File: config.mk
export PLATFORM = sky130hd
export DESIGN_NAME = core_seq_rom
export DESIGN_NICKNAME = d
export VERILOG_FILES = /design/src/rtl/core_seq_pkg.sv /design/src/rtl/tick_gen.sv /design/src/rtl/core_seq_rom.sv
export SDC_FILE = /design/constraint.sdc
export NUM_CORES = 1
export LEC_CHECK = 0
export BUFFER_PORTS_ARGS = -buffer_cell sky130_fd_sc_hd__buf_2
export CAP_MARGIN = 15
export CORE_ASPECT_RATIO = 1.2
export CORE_MARGIN = 5
export CORE_UTILIZATION = 40
export CTS_CLUSTER_SIZE = 30
export DETAILED_ROUTE_END_ITERATION = 8
export GPL_TIMING_DRIVEN = 0
export HOLD_SLACK_MARGIN = 0.02
export SYNTH_ARGS = -nofsm -noshare
export SYNTH_HDL_FRONTEND = slang
export SYNTH_SLANG_ARGS = --single-unit
File: constraint.sdc
create_clock -name CLK_50 -period 3 [get_ports CLK_50]
set_input_delay 0.15 -clock CLK_50 [delete_from_list [all_inputs] [get_ports CLK_50]]
set_output_delay 0.15 -clock CLK_50 [all_outputs]
set_load 0.01 [all_outputs]
File: src/rtl/core_seq_pkg.sv
// Shared constants for the ROM-driven micro-sequencer: opcodes, FSM state
// encoding and instruction-word layout helpers.
package core_seq_pkg;

  localparam int OPC_W = 4;

  localparam logic [3:0] OP_NOP  = 4'd0;
  localparam logic [3:0] OP_LDI  = 4'd1;
  localparam logic [3:0] OP_ADDI = 4'd2;
  localparam logic [3:0] OP_SUBI = 4'd3;
  localparam logic [3:0] OP_JMP  = 4'd4;
  localparam logic [3:0] OP_JZ   = 4'd5;
  localparam logic [3:0] OP_JN   = 4'd6;
  localparam logic [3:0] OP_OUT  = 4'd7;
  localparam logic [3:0] OP_HALT = 4'd8;

  localparam logic [1:0] ST_WAIT_TICK = 2'd0;
  localparam logic [1:0] ST_FETCH     = 2'd1;
  localparam logic [1:0] ST_EXEC      = 2'd2;
  localparam logic [1:0] ST_HALT      = 2'd3;

  // Instruction word is {opcode, immediate}; opcode sits directly above the immediate.
  function automatic int instr_w(input int data_w);
    return OPC_W + data_w;
  endfunction

  function automatic int opc_lsb(input int data_w);
    return data_w;
  endfunction

endpackage

File: src/rtl/tick_gen.sv
// Free-running divider producing a one-cycle tick every TICK_DIV clocks.
module tick_gen #(
  parameter int TICK_DIV = 50000000
) (
  input  logic clk_i,
  input  logic rst_n_i,
  output logic tick_o
);

  localparam int CW = (TICK_DIV > 1) ? $clog2(TICK_DIV) : 1;
  localparam logic [CW-1:0] LAST = CW'(TICK_DIV - 1);

  logic [CW-1:0] cnt_q, cnt_d;

  always_comb begin
    cnt_d = (cnt_q == LAST) ? '0 : cnt_q + CW'(1);
  end

  always_ff @(posedge clk_i) begin
    if (!rst_n_i) cnt_q <= '0;
    else          cnt_q <= cnt_d;
  end

  assign tick_o = (cnt_q == LAST);

endmodule

File: src/rtl/core_seq_rom.sv
// Tick-paced micro-sequencer executing one ROM instruction per tick on a signed
// accumulator. Define CORE_SEQ_ROM_SAT_EN to saturate ADDI/SUBI on overflow.
module core_seq_rom
  import core_seq_pkg::*;
#(
  parameter int DATA_W   = 15,
  parameter int PC_W     = 4,
  parameter int TICK_DIV = 50000000
) (
  input  logic                         CLK_50,
  input  logic                         rst_n,
  output logic [PC_W-1:0]              rom_addr,
  input  logic [instr_w(DATA_W)-1:0]   rom_data,
  output logic [DATA_W-1:0]            out_val,
  output logic                         out_sign,
  output logic                         out_strobe,
  output logic [PC_W-1:0]              pc,
  output logic                         halted,
  output logic                         ovf,
  output logic [1:0]                   state_dbg
);

  if (TICK_DIV < 3) begin : g_bad_tick_div
    $error("core_seq_rom: TICK_DIV must be >= 3");
  end

  logic              tick;
  logic [1:0]        state_q, state_d;
  logic [PC_W-1:0]   pc_q, pc_d, pc_inc;
  logic [DATA_W-1:0] acc_q, acc_d;
  logic [DATA_W-1:0] out_val_q, out_val_d;
  logic              out_strobe_q, out_strobe_d;
  logic              ovf_q, ovf_d;

  logic [OPC_W-1:0]  opc;
  logic [DATA_W-1:0] imm;
  logic [PC_W-1:0]   target;
  logic [DATA_W-1:0] sum, diff, add_res, sub_res;
  logic              add_ovf, sub_ovf;

  tick_gen #(.TICK_DIV(TICK_DIV)) u_tick_gen (
    .clk_i   (CLK_50),
    .rst_n_i (rst_n),
    .tick_o  (tick)
  );

  assign opc    = rom_data[opc_lsb(DATA_W) +: OPC_W];
  assign imm    = rom_data[DATA_W-1:0];
  assign target = imm[PC_W-1:0];
  assign pc_inc = pc_q + PC_W'(1);

  // Overflow: operands (after negating imm for SUBI) share a sign the result lacks.
  assign sum     = acc_q + imm;
  assign diff    = acc_q - imm;
  assign add_ovf = (acc_q[DATA_W-1] == imm[DATA_W-1]) && (sum[DATA_W-1]  != acc_q[DATA_W-1]);
  assign sub_ovf = (acc_q[DATA_W-1] != imm[DATA_W-1]) && (diff[DATA_W-1] != acc_q[DATA_W-1]);

`ifdef CORE_SEQ_ROM_SAT_EN
  logic [DATA_W-1:0] sat_val;
  // An overflowed result always lies beyond the limit on the accumulator's side.
  assign sat_val = acc_q[DATA_W-1] ? {1'b1, {(DATA_W-1){1'b0}}} : {1'b0, {(DATA_W-1){1'b1}}};
  assign add_res = add_ovf ? sat_val : sum;
  assign sub_res = sub_ovf ? sat_val : diff;
`else
  assign add_res = sum;
  assign sub_res = diff;
`endif

  always_comb begin
    state_d      = state_q;
    pc_d         = pc_q;
    acc_d        = acc_q;
    out_val_d    = out_val_q;
    out_strobe_d = 1'b0;
    ovf_d        = ovf_q;
    case (state_q)
      ST_WAIT_TICK: if (tick) state_d = ST_FETCH;
      ST_FETCH:     state_d = ST_EXEC;
      ST_EXEC: begin
        state_d = ST_WAIT_TICK;
        pc_d    = pc_inc;
        case (opc)
          OP_NOP:  ;
          OP_LDI:  acc_d = imm;
          OP_ADDI: begin acc_d = add_res; ovf_d = ovf_q | add_ovf; end
          OP_SUBI: begin acc_d = sub_res; ovf_d = ovf_q | sub_ovf; end
          OP_JMP:  pc_d = target;
          OP_JZ:   if (acc_q == '0) pc_d = target;
          OP_JN:   if (acc_q[DATA_W-1]) pc_d = target;
          OP_OUT:  begin out_val_d = acc_q; out_strobe_d = 1'b1; end
          OP_HALT: begin state_d = ST_HALT; pc_d = pc_q; end
          default: ;
        endcase
      end
      ST_HALT:  ;
      default:  state_d = ST_WAIT_TICK;
    endcase
  end

  always_ff @(posedge CLK_50) begin
    if (!rst_n) begin
      state_q      <= ST_WAIT_TICK;
      pc_q         <= '0;
      acc_q        <= '0;
      out_val_q    <= '0;
      out_strobe_q <= 1'b0;
      ovf_q        <= 1'b0;
    end else begin
      state_q      <= state_d;
      pc_q         <= pc_d;
      acc_q        <= acc_d;
      out_val_q    <= out_val_d;
      out_strobe_q <= out_strobe_d;
      ovf_q        <= ovf_d;
    end
  end

  assign rom_addr   = pc_q;
  assign pc         = pc_q;
  assign out_val    = out_val_q;
  assign out_sign   = out_val_q[DATA_W-1];
  assign out_strobe = out_strobe_q;
  assign halted     = (state_q == ST_HALT);
  assign ovf        = ovf_q;
  assign state_dbg  = state_q;

endmodule

==> flow_summary.toml <==
[status]
outcome = "finished clean"

[floorplan]
rows = 41
die_area_um2 = 12900
die_x_um = 105
fp.coreArea_um2 = 10500
start_util_pct = 40.9
num_io_pins = 50
die_height_um = 124

[synth]
synth-edff-count = 0
ys_warn_count = 0
ys_top_cells_by_count = "87 x nor2_1, 64 x dfxtp_1, 39 x inv_1"
synthesis.nets = 596
avgSynthCellArea_um2 = 7.99
syn_area_um2 = 4300
synthCells = 538
ys.flop_type = "dfxtp_1"
ys_seq_area_share_pct = 29.8
ys_ff_latch = 64
synth_most_common_cell = "nor2_1"
synth_top_cell_area_share_pct = 29.8
synth.distinct_cells = 60
synth_area_leaders = "dfxtp_1 30%, ha_1 10%, nor2_1 7.6%, xor2_1 4.5%, a21oi_1 4.1%"
synth_async_sr_flop_share_pct = 0
yosysTopAreaCell = "dfxtp_1"

[setup_path]
crit_chain = "inv_1, ha_1, fa_1, nor2b_1, o2111ai_1, a21oi_1, o32a_1, xnor2_1, a21bo_2, a221oi_2, nor2_1"
start_kind = "flop"
critical_path_buf_inv_count = 1
required_ns = 3.22
cp_max_fo = 4
critical_path.endpoint_type = "flop"
crit_family = "compound AO/OA/AOI/OAI gates"
cp_slowest_cell = "dfxtp_1"
cp.arrival_ns = 3.08
crit_type = "reg2reg"
slowest_delay_ns = 0.40

[grt]
antenna_found_initial = 0
grt_usage_pct = 18.9
grt_max_degree = 11
grt_pass1_wl_um = 19700
grt_overflow_total = 0
grt_pass1_vias = 3930

[placement]
hpwl_um = 8940
place_congestion = 0.900
io_buffers = 48

[sta]
period_share_pct = 95.1
slew_headroom_pct = 46.2
finalCriticalPeriod_ns = 2.85
fin_skew_ns = 0.00451
setup_viol = 0
slew_violations = 0
tns_ns = 0
worst_pin_slew_ns = 0.807
fmaxAchievable_mhz = 350
grt_setup_unrepaired = "no"
hold_viol = 0

[cts]
cts_resized = 0
cts_tree = "built"
cts_setup_buffers = 0
clk_latency_ns = 0.33
clkTransAtPathRegs_ns = 0.05
clock-sinks = 64
postCtsHoldBufs = 0
cts.path.max_buffers = 2
clockRootBuffer = "clkbuf_16"
cts_buffers = 9
htreeDepth = 3

[final_layout]
final_core_util_pct = 47.7
layout.nets = 655
fillers = 1028
drive_gt1_share_pct = 13.1
insertedDiodeCount = 0
area_delta_synth_final_pct = 16.8

[flow_run]
drv_cap = 0

[route]
drt_iter0_markers = 140
routed-via-count = 3999
ant_nets = 0
vias_per_cell = 5.47
avgRoutedWirePerCell_um = 16.0
route.detailed.drc = 0
routed_wl_um = 11700
drtPass1Iterations = 5

[power]
power_density_nw_per_um2 = 422
vdd_drop_max_mv = 0.300
p_leak_nw = 2.30

[worst_hold_path]
min_path_type = "in2reg"
[cells in the final DEF, fill, tap and decap left out, types with 15 or more instances in the layout]
cell type	synthesis	routed
nor2_1	87	87
dfxtp_1	64	64
buf_2	4	52
inv_1	39	39
a21oi_1	35	35
ha_1	35	35
o21ai_0	33	33
nand2_1	26	26
xor2_1	22	22
clkbuf_1	16	17
mux2i_1	16	16
nand3_1	16	16
xnor2_1	15	15
[worst register-to-register path: stages, from the launching register on]
cell and delay [ns]:
dfxtp_1 0.40, inv_1 0.08, ha_1 0.22, fa_1 0.40, nor2b_1 0.18, o2111ai_1 0.20
a21oi_1 0.32, o32a_1 0.30, xnor2_1 0.11, a21bo_2 0.23, a221oi_2 0.26, nor2_1 0.06
[cell type report]
type	instances	area (um^2)	area share (%)
flip-flops and latches	64	1280	25.5
plain buffers	27	125	2.49
repair buffers	48	240	4.79
clock inverters	2	35.0	0.698
multi-input cells	408	2740	54.7
well taps	129	161	3.22
clock buffers	14	284	5.66
inverters	39	146	2.92
[worst paths after layout]
| check | startpoint | end | slack, ns | cells past startpoint |
|---|---|---|---|---|
| worst max-delay path | acc_q[0] | acc_q[14] | 0.15 | 11 |
| worst min-delay path | rom_data[1] | acc_q[1] | 0.13 | 3 |
| worst max register to register | acc_q[0] | acc_q[14] | 0.15 | 11 |
| worst min register to register | u_tick_gen.cnt_q[0] | u_tick_gen.cnt_q[0] | 0.47 | 1 |
[layer usage]
metal	vias to the layer above	part of all wire (%)	track usage (%)
met5	-	0	0
met1	1870	44	23.5
met2	91	48	31.7
met3	26	3.9	3.55
met4	0	3.7	9.03
li1	2012	-	-
[power breakdown]
part           switching (mW)  internal [mW]
clock                   0.372          0.732
combinational           0.104         0.0527
sequential            0.00329          0.854
[state kept, by name, indices dropped and copies added, names as in the netlist]
name              cells
out_val              15
pc                    4
acc_q                15
u_tick_gen.cnt_q     26
ovf                   1
state_dbg             2
out_strobe            1
[logic make-up after synthesis]
group,Yosys count,share of synthesized area (%)
DFF,64,29.8
xor gates and xnor gates,37,7.54
and+or+nand+nor,187,20.7
buffers and inverters,66,6.32
adders and majority gates,37,11.1
AOI/OAI and AO/OA,130,20.5
muxes,17,3.99
[through the flow]
step	hold WS (ns)	worst slack, ns	cell area [um^2]	total power, mW	std cells
after global placement	0.447	0.200	4700	1.03	715
after CTS	0.121	0.178	5020	2.14	731
final	0.134	0.147	5020	2.12	731
after global routing	0.130	0.0618	5020	2.21	731
after floorplan	0.282	0.565	4300	0.977	538
after detailed placement	0.461	0.197	4700	1.03	715
(Power assumes the default switching activity.)
